--- src/rtl/ram_copy_engine.sv ---
// Word-at-a-time block copier for the single-port synchronous 32-bit RAM.
// Optional running checksum of written words: define COPY_CHECKSUM_EN.
module ram_copy_engine #(
  parameter int unsigned DEPTH = 10000,
  parameter int unsigned LEN_W = 16
) (
  input  logic             clk,
  input  logic             rst_n,
  input  logic             start,
  input  logic [31:0]      src_addr,
  input  logic [31:0]      dst_addr,
  input  logic [LEN_W-1:0] len,
  output logic             busy,
  output logic             done,
  output logic             err,
  output logic [LEN_W-1:0] words_done,
  output logic             mem_we,
  output logic [31:0]      mem_addr,
  output logic [31:0]      mem_wd,
  input  logic [31:0]      mem_rd
`ifdef COPY_CHECKSUM_EN
  ,
  output logic [31:0]      checksum
`endif
);

  typedef enum logic [2:0] {
    S_IDLE,
    S_READ,
    S_LATCH,
    S_WRITE,
    S_DONE
  } state_t;

  localparam logic [32:0] DEPTH_LIM = 33'(DEPTH);

  state_t state_q, state_d;

  logic [31:0]      src_q;
  logic [31:0]      dst_q;
  logic [LEN_W-1:0] len_q;
  logic [LEN_W-1:0] idx_q;
  logic [LEN_W-1:0] idx_inc;
  logic [LEN_W-1:0] words_q;
  logic [31:0]      buf_q;
  logic [31:0]      addr_q;
  logic [31:0]      addr_d;
  logic             err_q;

  logic [32:0]      src_end;
  logic [32:0]      dst_end;
  logic             range_bad;
  logic             len_zero;
  logic             accept;
  logic             last_word;

  // 33-bit end addresses so a region running past 2^32 cannot wrap back into range
  assign src_end   = {1'b0, src_addr} + 33'(len);
  assign dst_end   = {1'b0, dst_addr} + 33'(len);
  assign range_bad = (src_end > DEPTH_LIM) || (dst_end > DEPTH_LIM);
  assign len_zero  = (len == '0);
  assign accept    = (state_q == S_IDLE) && start;
  assign idx_inc   = idx_q + 1'b1;
  assign last_word = (idx_inc == len_q);

  always_ff @(posedge clk or negedge rst_n) begin
    if (!rst_n) begin
      state_q <= S_IDLE;
    end else begin
      state_q <= state_d;
    end
  end

  always_comb begin
    state_d = state_q;
    addr_d  = addr_q;
    unique case (state_q)
      S_IDLE: begin
        if (start) begin
          if (len_zero || range_bad) begin
            state_d = S_DONE;
          end else begin
            state_d = S_READ;
            addr_d  = src_addr;
          end
        end
      end
      S_READ: begin
        state_d = S_LATCH;
      end
      S_LATCH: begin
        state_d = S_WRITE;
        addr_d  = dst_q + 32'(idx_q);
      end
      S_WRITE: begin
        if (last_word) begin
          state_d = S_DONE;
        end else begin
          state_d = S_READ;
          addr_d  = src_q + 32'(idx_inc);
        end
      end
      S_DONE: begin
        state_d = S_IDLE;
      end
      default: begin
        state_d = S_IDLE;
      end
    endcase
  end

  always_ff @(posedge clk or negedge rst_n) begin
    if (!rst_n) begin
      src_q   <= '0;
      dst_q   <= '0;
      len_q   <= '0;
      idx_q   <= '0;
      words_q <= '0;
      buf_q   <= '0;
      addr_q  <= '0;
      err_q   <= 1'b0;
    end else begin
      addr_q <= addr_d;
      if (accept) begin
        src_q   <= src_addr;
        dst_q   <= dst_addr;
        len_q   <= len;
        idx_q   <= '0;
        words_q <= '0;
        err_q   <= !len_zero && range_bad;
      end
      if (state_q == S_LATCH) begin
        buf_q <= mem_rd;
      end
      if (state_q == S_WRITE) begin
        idx_q   <= idx_inc;
        words_q <= words_q + 1'b1;
      end
    end
  end

`ifdef COPY_CHECKSUM_EN
  logic [31:0] sum_q;

  always_ff @(posedge clk or negedge rst_n) begin
    if (!rst_n) begin
      sum_q <= '0;
    end else if (accept) begin
      sum_q <= '0;
    end else if (state_q == S_WRITE) begin
      sum_q <= sum_q + buf_q;
    end
  end

  assign checksum = sum_q;
`endif

  // Strobes decode straight from the state register so reset kills mem_we at once
  assign mem_we     = (state_q == S_WRITE);
  assign busy       = (state_q == S_READ) || (state_q == S_LATCH) || (state_q == S_WRITE);
  assign done       = (state_q == S_DONE);
  assign err        = err_q;
  assign words_done = words_q;
  assign mem_addr   = addr_q;
  assign mem_wd     = buf_q;

endmodule

--- config.mk ---
export PLATFORM = sky130hd
export DESIGN_NAME = ram_copy_engine
export DESIGN_NICKNAME = d
export VERILOG_FILES = /design/src/rtl/ram_copy_engine.sv
export SDC_FILE = /design/constraint.sdc
export NUM_CORES = 1
export LEC_CHECK = 0
export BUFFER_PORTS_ARGS = -buffer_cell sky130_fd_sc_hd__buf_4
export CORE_MARGIN = 10
export CORE_UTILIZATION = 55
export CTS_CLUSTER_SIZE = 20
export DETAILED_ROUTE_END_ITERATION = 7
export PLACE_DENSITY = 0.75
export REMOVE_ABC_BUFFERS = 1
export SLEW_MARGIN = 20
export SYNTH_ARGS = -nofsm -noshare
export SYNTH_HDL_FRONTEND = slang
export SYNTH_SLANG_ARGS = --single-unit
--- constraint.sdc ---
create_clock -name clk -period 5.4 [get_ports clk]
set_clock_uncertainty 0.2 [all_clocks]
set_input_delay 1.62 -clock clk [delete_from_list [all_inputs] [get_ports clk]]
set_output_delay 1.62 -clock clk [all_outputs]
set_load 0.01 [all_outputs]
Yosys cells after proc, flatten, opt, wreduce, memory -nomap -nowiden --
Index checks and enable logic that the tools add are counted. Widths: inputs -> output; s select.
Cells by class: $add $sub $neg 6, order comparisons 2, eq/ne operators 8, multiplexer cells 11, reduce and logical (&&, ||, !) cells 12
Operators by type and width (number):
- $mux 32 | 3
- $pmux 32 s3 | 1
- $add 32x16->33 | 2
- $gt 33x14->1 const B | 2
- $add 32x16->32 | 2
- $mux 16 | 3
- $add 16x1->16 const B | 2
- $eq 16x16->1 | 1
- $logic_not 16->1 | 1
- $pmux 3 s4 | 1
- $mux 3 | 3
- $eq 3x2->1 const B | 2
- $ne 2x2->1 const B | 3
- $logic_or 1x1->1 | 4
- $reduce_and 4->1 | 1
- $eq 3x1->1 const B | 1
- $eq 3x3->1 const B | 1
- $logic_not 3->1 | 1
- $reduce_bool 3->1 | 1
- $logic_and 1x1->1 | 2
- $reduce_bool 2->1 | 1
- $logic_not 1->1 | 1
Word-level totals: flip-flop bits (word level) 180, input bits 115, output and inout bits 84, word-level logic and storage cells 48

Longest topological paths before layout --
Gate-level depths: netlist of run 1.
word-level depth 7, depth in mapped cells 18, depth with buffers taken out 17

Worst setup path after synthesis of run 1 --
No wires, ideal clock.
path kind input to register, from input port src_addr[0], to register addr_q[0] (netlist: mem_addr[0]), setup time 125 ps, arrival time 4955 ps, required time 5075 ps, path slack 120 ps, stages 15, buffers on the path 2, cell sequence ha_1 > fa_1 > a211oi_2 > o21ai_2 > o31ai_4 > o311ai_2 > or3_1 > a221oi_1 > nand3_1 > nor4_2 > nand4_2 > o21a_1 > buf_6 > buf_12 > mux2_4
Between the ends: longest elaborated chain between the ends 6, elaborated cells between the ends (all ways) 9, those cells by class 1 x add/sub; 1 x order compare; 1 x eq/ne; 3 x mux; 3 x reduce/logical
RTL lines:
- from (decl) | RTL line 10 | input logic [31:0] src_addr,
- $add 32x16->33 | RTL line 58 | assign src_end = {1'b0, src_addr} + 33'(len);
- $gt 33x14->1 | RTL line 60 | assign range_bad = (src_end > DEPTH_LIM) || (dst_end > DEPTH_LIM);
- $logic_or 1x1->1 | RTL line 60
- $logic_or 1x1->1 | RTL line 80 | if (len_zero || range_bad) begin
- $ne 2x2->1 (no source line)
- $reduce_and 4->1 (no source line)
- to (signal assigned) | RTL line 123 | addr_q <= addr_d;
- to (decl) | RTL line 46 | logic [31:0] addr_q;
Several ways; a longest one is shown, not always the timed one. The select of a mux whose other input is x is not followed. A chain may end at the register's enable or synchronous reset.

Final worst setup path of run 1 --
from input port dst_addr[0], to register addr_q[13] (netlist: mem_addr[13])
Between the ends: longest elaborated chain between the ends 6
RTL lines:
- from (decl) | RTL line 11 | input logic [31:0] dst_addr,
- $add 32x16->33 | RTL line 59 | assign dst_end = {1'b0, dst_addr} + 33'(len);
- $gt 33x14->1 | RTL line 60
- $logic_or 1x1->1 | RTL line 60
- $logic_or 1x1->1 | RTL line 80
- $ne 2x2->1 (no source line)
- $reduce_and 4->1 (no source line)
Every way passes these cells.

==> impl_metrics.yaml, run 1 <==
outcome:
  outcome: "complete, no violations"
timing:
  tightest_slew_ns: 1.04
  final.setup.tns_ns: 0
  setup_ws_ns: 0.162
  slew_viol_final: 0
  fmaxAchievable_ghz: 0.191
  relSlewSlack_pct: 30.7
  hold_violations: 0
  min_period_over_period_pct: 97.0
  period_needed_ns: 5.24
  setup_viol_count_final: 0
  rsz0062_at_grt: "no"
floorplanning:
  die_h_um: 174
  num_rows: 56
  die_area_um2: 30200
  start_util_pct: 55.7
  die_w_um: 174
  fp.coreArea_um2: 23300
  io-pin-count: 199
cts:
  cts_max_level: 4
  hold_buffers: 0
  cts_setup_buffers: 0
  root_buffer: "clkbuf_16"
  cts.sinks: 180
  cts_tree: "yes"
  cts_max_path_buffers: 2
  path_clk_slew_ns: 0.07
  clock_latency_ns: 0.45
  numCtsBuffers: 17
  cts-resized-gates: 0
routing:
  ant_nets: 0
  drc_errors: 0
  drt_first_pass_iters: 5
  routed_wirelength_mm: 42.7
  viasPerCell: 6.00
  num_vias: 12852
  drt_iter0_drc: 1428
  wl_per_cell_um: 19.9
logic_synthesis:
  synth_mux_area_share_pct: 3.75
  ys_async_sr_fraction_pct: 100
  avgSynthCellArea_um2: 8.07
  synth-main-ff-cell: "dfrtp_1"
  synthAdderAreaFrac_pct: 6.98
  syn_area_um2: 13000
  ys_types: 82
  synth_edf_count: 0
  ys_warn_count: 0
  ys_ff_latch: 180
  syn_inst: 1609
  seq_area_frac_synth_pct: 34.7
  synth_compound_area_share_pct: 18.1
  synth-xor-area-share_pct: 6.95
  synth_top_family_by_area: "simple AND/OR/NAND/NOR gates"
  yosys.area_share.simple_pct: 25.9
cells_and_area:
  num_antenna_cells: 0
  finalNetCount: 1994
  utilization_pct: 67.0
  syn_to_final_growth_pct: 20.3
  drive_gt1_share_pct: 18.9
  layoutNonFillerInstCount: 2141
power_and_ir_drop:
  ir_worst_vdd_v: 0.000236
  power.density_nw_per_um2: 426
  leakagePower_nw: 7.63
  finalPower_mw: 6.66
global_routing:
  grt_pass1_vias: 12764
  grt_pass1_wl_mm: 68.4
  antenna_found_initial: 0
  grt_usage_pct: 27.7
  grt_max_degree: 83
  grt-ovfl-total: 0
critical_path:
  endpoint_kind: "flip-flop"
  critical_path.max_fanout: 19
  cp.arrival_ns: 5.36
  critPathKind: "in2reg"
  cp.required_ns: 5.53
  start_kind: "input pin"
hold_path:
  hold_class: "reg2reg"
placement:
  dpl.cell_count: 2109
  gp_congestion: 0.926
  dp_hpwl_mm: 32.8
  dp_slack_ns: -0.249
  port-buffer-count: 198
flow_run:
  cap_viol_max_count: 0
final timing paths:
| kind | cells past startpoint | startpoint | slack, ns | end |
|---|---|---|---|---|
| setup / recovery | 16 | dst_addr[0] | 0.16 | mem_addr[13]$_DFFE_PN0P_ |
| setup reg to reg | 16 | idx_q[6]$_DFFE_PN0P_ | 0.60 | mem_addr[24]$_DFFE_PN0P_ |
| hold / removal | 2 | mem_wd[31]$_DFFE_PN0P_ | 0.28 | mem_wd[31]$_DFFE_PN0P_ |
| hold reg to reg | 2 | mem_wd[31]$_DFFE_PN0P_ | 0.28 | mem_wd[31]$_DFFE_PN0P_ |
| min in group asynchronous | 1 | rst_n | 1.01 | dst_q[3]$_DFFE_PN0P_ |
| max in group asynchronous | 2 | rst_n | 3.00 | src_q[15]$_DFFE_PN0P_ |
cells by family after synthesis:
logic type                 after synthesis
and+or+nand+nor                        760
xor gates and xnor gates               103
adders and majority gates               70
DFF                                    180
buffers and inverters                  103
AOI/OAI and AO/OA                      356
muxes                                   37
registers in the layout (all words and copies together) (netlist names):
register	flops
dst_q	32
mem_addr	32
mem_wd	32
src_q	32
idx_q	16
len_q	16
words_done	16
state_q	3
err	1
worst max-delay path, cell delays in order:
cell     delay (ns)
buf_4          0.11
ha_1           0.21
fa_1           0.40
a21o_1         0.21
a311o_1        0.38
a21oi_1        0.26
buf_4          0.17
a21oi_1        0.10
buf_4          0.16
nor4_1         0.26
o31ai_1        0.15
nor4_2         0.33
nand4_2        0.18
o21a_2         0.29
buf_12         0.17
mux2_4         0.31
layout make-up:
| type | instances | area [um^2] |
|---|---|---|
| Timing Repair Buffer | 255 | 1970 |
| Sequential cell | 180 | 4500 |
| Multi-Input combinational cell | 1326 | 8020 |
| Tap cell | 319 | 399 |
| Fill cell | 2029 | 7710 |
| Inverter | 29 | 109 |
| Clock buffer | 17 | 425 |
| Clock inverter | 15 | 193 |
power breakdown:
group / switching [mW] / internal [mW]
registers: 0.479 / 1.89
logic: 1.66 / 1.32
clock network: 0.669 / 0.639
total: 2.81 / 3.85
Yosys cell counts, types with 6 or more instances:
master    count  area, um^2
a211oi_1     13        97.6
a21o_1       19         143
a21oi_1      75         375
a221oi_1      8        70.1
a22o_1        8        70.1
a22oi_1       7        52.6
a31oi_1      11        68.8
and2_1        8        50.1
and3_1       20         125
and4_1        6        52.6
buf_1         6        22.5
buf_2         6        30.0
buf_4         6        45.0
clkbuf_1     49         184
dfrtp_1     180        4500
ha_1         66         826
inv_1        29         109
mux2_4       22         330
mux2i_1      10         100
nand2_1     453        1700
nand3_1      50         250
nand4_1      26         163
nor2_1       92         345
nor2b_1      14        87.6
nor3_1       30         150
nor4_1       17         106
o211ai_1     14         105
o21a_1       11        82.6
o21ai_0      99         495
o22ai_1      10        62.6
o31ai_1      10        75.1
or3_1         8        50.1
xnor2_1      52         455
xor2_1       51         447
through the flow:
stage	cell area (um^2)	hold WS [ns]
after floorplan	12600	0.252
after global placement	15000	0.258
after detailed placement	15000	0.264
after CTS	15600	0.282
after global routing	15600	0.301
final	15600	0.280
layer usage:
layer	wire length (um)	vias to the layer above	GRT usage, %	part of all wire (%)
met5	0	-	0	0
met4	871	0	7.84	2.0
met2	19300	562	44.5	45
met3	3920	58	6.43	9.2
li1	-	6083	-	-
met1	18500	6149	36.7	43
layout by cell type (no fill, tap or decap), drive strengths merged, types with 21 or more instances in the layout:
cell type and count:
a21oi 78, nor2 93, buf 255, o21ai 104, mux2 27, nand3 50, dfrtp 180, inv 38
xnor2 52, ha 66, nor3 30, nand4 28, xor2 51, nand2 454, and3 21
(Power assumes the default switching activity.)
==> run 2, diff against run 1 <==
--- a/config.mk
+++ b/config.mk
@@ -6,10 +6,12 @@
 export NUM_CORES = 1
 export LEC_CHECK = 0
 export BUFFER_PORTS_ARGS = -buffer_cell sky130_fd_sc_hd__buf_4
+export CAP_MARGIN = 20
 export CORE_MARGIN = 10
 export CORE_UTILIZATION = 55
 export CTS_CLUSTER_SIZE = 20
 export DETAILED_ROUTE_END_ITERATION = 7
+export GPL_TIMING_DRIVEN = 0
 export PLACE_DENSITY = 0.75
 export REMOVE_ABC_BUFFERS = 1
 export SLEW_MARGIN = 20
==> constraint.sdc (replaced) <==
create_clock -name clk -period 6.01 [get_ports clk]
set_clock_uncertainty 0.2 [all_clocks]
set_input_delay 1.803 -clock clk [delete_from_list [all_inputs] [get_ports clk]]
set_output_delay 1.803 -clock clk [all_outputs]
set_load 0.01 [all_outputs]
==> impl_metrics.yaml, run 2 (synthesis results as in run 1) <==
outcome:
  outcome: "complete, no violations"
placement:
  port-buffer-count: 198
  gp_congestion: 0.948
  dp_slack_ns: -0.272
  dp_hpwl_mm: 31.1
  placed_cell_area_um2: 14700
global_routing:
  grt-ovfl-total: 0
  grt_max_degree: 93
  grt_usage_pct: 26.4
  grt_pass1_wl_mm: 65.2
  grt_pass1_vias: 12043
  antenna_found_initial: 0
timing:
  hold_violations: 0
  setup_ws_ns: 0.199
  fmaxAchievable_ghz: 0.172
  slew_viol_final: 0
  hold_slack_ns: 0.279
  min_period_over_period_pct: 96.7
  relSlewSlack_pct: 23.8
  rsz0062_at_grt: "no"
  tightest_slew_ns: 1.14
  setup_viol_count_final: 0
  period_needed_ns: 5.81
  final.setup.tns_ns: 0
cells_and_area:
  final_common_cell: "nand2_1"
  num_antenna_cells: 0
  design_area_um2: 15400
  drive_gt1_share_pct: 17.1
  syn_to_final_growth_pct: 18.2
  nFillCells: 2008
  final_cell_mix: "nand2_1, buf_4, dfrtp_1"
  finalNetCount: 1945
routing:
  num_vias: 12553
  drt_iter0_drc: 1129
  wl_met1_mm: 18.4
  highest_layer: "met4"
  viasPerCell: 6.00
  drt_first_pass_iters: 5
  dr_wl_met2_mm: 18.0
  drc_errors: 0
  met3_length_mm: 3.38
  routed_wirelength_mm: 40.8
  wl_per_cell_um: 19.5
  ant_nets: 0
floorplanning:
  die_area_um2: 30200
  start_util_pct: 55.7
  die_w_um: 174
  fp.coreArea_um2: 23300
  die_h_um: 174
  io-pin-count: 199
  num_rows: 56
cts:
  cts_max_path_buffers: 2
  cts.sinks: 180
  root_buffer: "clkbuf_16"
  clock_latency_ns: 0.44
  cts_max_level: 4
  numCtsBuffers: 17
  path_clk_slew_ns: 0.08
  cts_tree: "yes"
critical_path:
  start_kind: "input pin"
  r2r_start: "state_q[1]$_DFFE_PN0N_"
  ff2ff_setup_slack_ns: 0.24
  critPathLaunch: "src_addr[0]"
  critPathKind: "in2reg"
  crit_end: "mem_addr[14]$_DFFE_PN0P_"
  cp.required_ns: 6.13
  cp.arrival_ns: 5.93
  worstReg2RegEnd: "mem_addr[14]$_DFFE_PN0P_"
  critical_path.max_fanout: 25
  r2r_cells: 13
  endpoint_kind: "flip-flop"
power_and_ir_drop:
  finalPower_mw: 5.96
  ir_worst_vdd_v: 0.000205
  leakagePower_nw: 7.42
  power.density_nw_per_um2: 388
hold_path:
  hold_class: "reg2reg"
flow_run:
  cap_viol_max_count: 0
run 2: worst min path at each step:
stage | cells after the start | startpoint | to | slack, ns
after detailed placement | 2 | mem_wd[15]$_DFFE_PN0P_ | mem_wd[15]$_DFFE_PN0P_ | 0.26
after global placement | 2 | mem_wd[20]$_DFFE_PN0P_ | mem_wd[20]$_DFFE_PN0P_ | 0.26
after global routing | 2 | mem_wd[21]$_DFFE_PN0P_ | mem_wd[21]$_DFFE_PN0P_ | 0.30
after floorplan | 2 | dst_q[0]$_DFFE_PN0P_ | dst_q[0]$_DFFE_PN0P_ | 0.25
after CTS | 2 | mem_wd[30]$_DFFE_PN0P_ | mem_wd[30]$_DFFE_PN0P_ | 0.28
final | 2 | mem_wd[30]$_DFFE_PN0P_ | mem_wd[30]$_DFFE_PN0P_ | 0.28
run 2: metal layers:
| layer | track usage [%] | up-vias |
|---|---|---|
| met1 | 36.3 | 5954 |
| met2 | 41.4 | 544 |
| met4 | 8.05 | 0 |
| li1 | - | 5996 |
| met3 | 4.99 | 59 |
| met5 | 0 | - |
run 2: report_power, final:
part           internal [mW]  switching (mW)  total (mW)
Sequential              1.70           0.443        2.14
Clock                  0.602           0.569        1.17
Combinational           1.18            1.46        2.65
Total                   3.48            2.48        5.96
run 2: final cells by class:
class / instances / area, um^2 / share of cell area, %
inverters: 29 / 113 / 0.733
clock buffers: 17 / 425 / 2.77
multi-input cells: 1326 / 8060 / 52.5
repair buffers: 206 / 1670 / 10.9
well taps: 319 / 399 / 2.60
flip-flops and latches: 180 / 4500 / 29.3
clock inverters: 15 / 186 / 1.21
run 2: through the flow:
stage               std cells  utilization [%]
floorplan                1535                -
global placement         2052             62.2
detailed placement       2060             63.1
CTS                      2092             65.8
global route             2092             65.8
finish                   2092             65.8
run 2: repair_timing:
action / in CTS / in global routing
buffers inserted: 0 / 0
hold buffers: 0 / 0
pin swaps: 0 / 0
resized for setup: 1 / 2
endpoints found under the setup margin: 12 / 18
run 2: critical path, stage by stage:
cell and delay, ns:
buf_4 0.12, ha_1 0.21, fa_1 0.44, a211oi_2 0.27
o21ai_2 0.16, o31ai_4 0.28, o311ai_2 0.25, or3_1 0.42
a221oi_1 0.27, nand3_1 0.14, nor4_2 0.33, nand4_2 0.24
o21a_2 0.41, buf_12 0.24, mux2_4 0.30
==> run 3, diff against run 2 <==
--- a/config.mk
+++ b/config.mk
@@ -7,7 +7,7 @@
 export LEC_CHECK = 0
 export BUFFER_PORTS_ARGS = -buffer_cell sky130_fd_sc_hd__buf_4
 export CAP_MARGIN = 20
-export CORE_MARGIN = 10
+export CORE_MARGIN = 2
 export CORE_UTILIZATION = 55
 export CTS_CLUSTER_SIZE = 20
 export DETAILED_ROUTE_END_ITERATION = 7
==> impl_metrics.yaml, run 3 (synthesis results as in run 1) <==
outcome:
  outcome: "complete, no violations"
flow_run:
  cap_viol_max_count: 0
timing:
  relSlewSlack_pct: 21.7
  hold_slack_ns: 0.281
  slew_viol_final: 0
  setup_viol_count_final: 0
  tightest_slew_ns: 1.17
  setup_ws_ns: 0.248
  period_needed_ns: 5.76
  hold_violations: 0
  fmaxAchievable_ghz: 0.174
  min_period_over_period_pct: 95.9
  rsz0062_at_grt: "no"
critical_path:
  crit_chain: "buf_4, ha_1, fa_1, a21o_1, a311o_1, a21oi_1, o21ai_0, a311o_1, mux2_2, nand4_1, nor4_2, nand4_2, o21a_4, buf_12, mux2_4"
  cp.required_ns: 6.14
  endpoint_kind: "flip-flop"
  slowest_delay_ns: 0.40
  start_kind: "input pin"
  critical_path.max_fanout: 24
  cp.arrival_ns: 5.89
  slowest_stage: "fa_1"
  critPathKind: "in2reg"
  cpMostUsedCell: "a311o_1"
routing:
  viasPerCell: 5.98
  wl_per_cell_um: 18.8
  drt_iter0_drc: 1317
  num_vias: 12494
  routed_wirelength_mm: 39.3
  ant_nets: 0
  drc_errors: 0
  drt_first_pass_iters: 6
power_and_ir_drop:
  finalPower_mw: 5.95
  power.density_nw_per_um2: 387
  leakagePower_nw: 7.42
  ir_worst_vdd_v: 0.000197
floorplanning:
  die_area_um2: 24900
  die_h_um: 158
  die_w_um: 158
  start_util_pct: 55.7
  num_rows: 56
  io-pin-count: 199
  fp.coreArea_um2: 23300
cts:
  cts_tree: "yes"
  cts_max_path_buffers: 2
  cts.sinks: 180
  cts_max_level: 4
  cts_setup_buffers: 0
  clock_latency_ns: 0.45
  hold_buffers: 0
  path_clk_slew_ns: 0.08
  root_buffer: "clkbuf_16"
  cts-resized-gates: 0
  numCtsBuffers: 17
cells_and_area:
  drive_gt1_share_pct: 16.9
  seqCellArea_um2: 4500
  syn_to_final_growth_pct: 18.3
  final_cell_mix: "nand2_1, buf_4, dfrtp_1"
  nFillCells: 2023
  multi_input_area_um2: 8050
  num_antenna_cells: 0
  final_common_cell: "nand2_1"
  finalNetCount: 1944
global_routing:
  grt_max_degree: 99
  grt_pass1_wl_mm: 61.6
  grt_pass1_vias: 11448
  grt-ovfl-total: 0
  antenna_found_initial: 0
  grt_usage_pct: 31.7
hold_path:
  hold_class: "reg2reg"
placement:
  dp_hpwl_mm: 29.7
  dp_slack_ns: -0.273
  port-buffer-count: 198
  gp_congestion: 0.952
-- run 3: cell types whose count changed in the layout (fill, tap and decap cells not counted), sizes merged --
cell	before	now
inv	35	32
clkinv	5	10
clkinvlp	3	1
buf	206	205
-- run 3: worst paths after layout --
path	startpoint	to	slack (ns)	depth (start not counted)
worst min register to register	mem_wd[30]$_DFFE_PN0P_	mem_wd[30]$_DFFE_PN0P_	0.28	2
max in group asynchronous	rst_n	mem_wd[24]$_DFFE_PN0P_	3.54	2
worst max-delay path	len[0]	mem_addr[18]$_DFFE_PN0P_	0.25	15
worst max register to register	state_q[1]$_DFFE_PN0N_	mem_addr[18]$_DFFE_PN0P_	0.34	13
min in group asynchronous	rst_n	len_q[1]$_DFFE_PN0P_	1.13	1
worst min-delay path	mem_wd[30]$_DFFE_PN0P_	mem_wd[30]$_DFFE_PN0P_	0.28	2
-- run 3: area by class of cell --
type / count / share of cell area [%]
Tap cell: 319 / 2.60
Clock inverter: 15 / 1.35
Multi-Input combinational cell: 1326 / 52.4
Clock buffer: 17 / 2.77
Inverter: 29 / 0.733
Sequential cell: 180 / 29.3
Timing Repair Buffer: 205 / 10.8
-- run 3: critical path: cells and delay by family --
family / cells / cell delay, ns
compound gates: 6 / 1.94
fa+ha+maj: 2 / 0.60
buf+inv: 2 / 0.33
mux: 2 / 0.56
simple gates: 3 / 0.64
-- run 3: through the flow --
stage	TNS, ns	utilization, %	cell area (um^2)	std cells
after floorplan	0	-	12600	1535
after global placement	-75.93	62.2	14500	2052
after detailed placement	-5.75	63.1	14700	2059
after CTS	0	65.8	15300	2091
after global routing	0	65.8	15400	2091
final	0	65.8	15400	2091
-- run 3: power by group --
group	internal [mW]	total [mW]	switching (mW)	leakage (nW)
Clock	0.606	1.18	0.575	0.306
Combinational	1.18	2.62	1.44	4.83
Sequential	1.70	2.15	0.453	2.28
-- run 3: per-layer routing --
layer	GRT usage, %	wire length [um]	vias to the layer above
met5	0	0	-
met4	9.13	765	0
met3	4.98	3250	60
met2	48.9	17500	514
met1	46.1	17800	5911
li1	-	-	6009
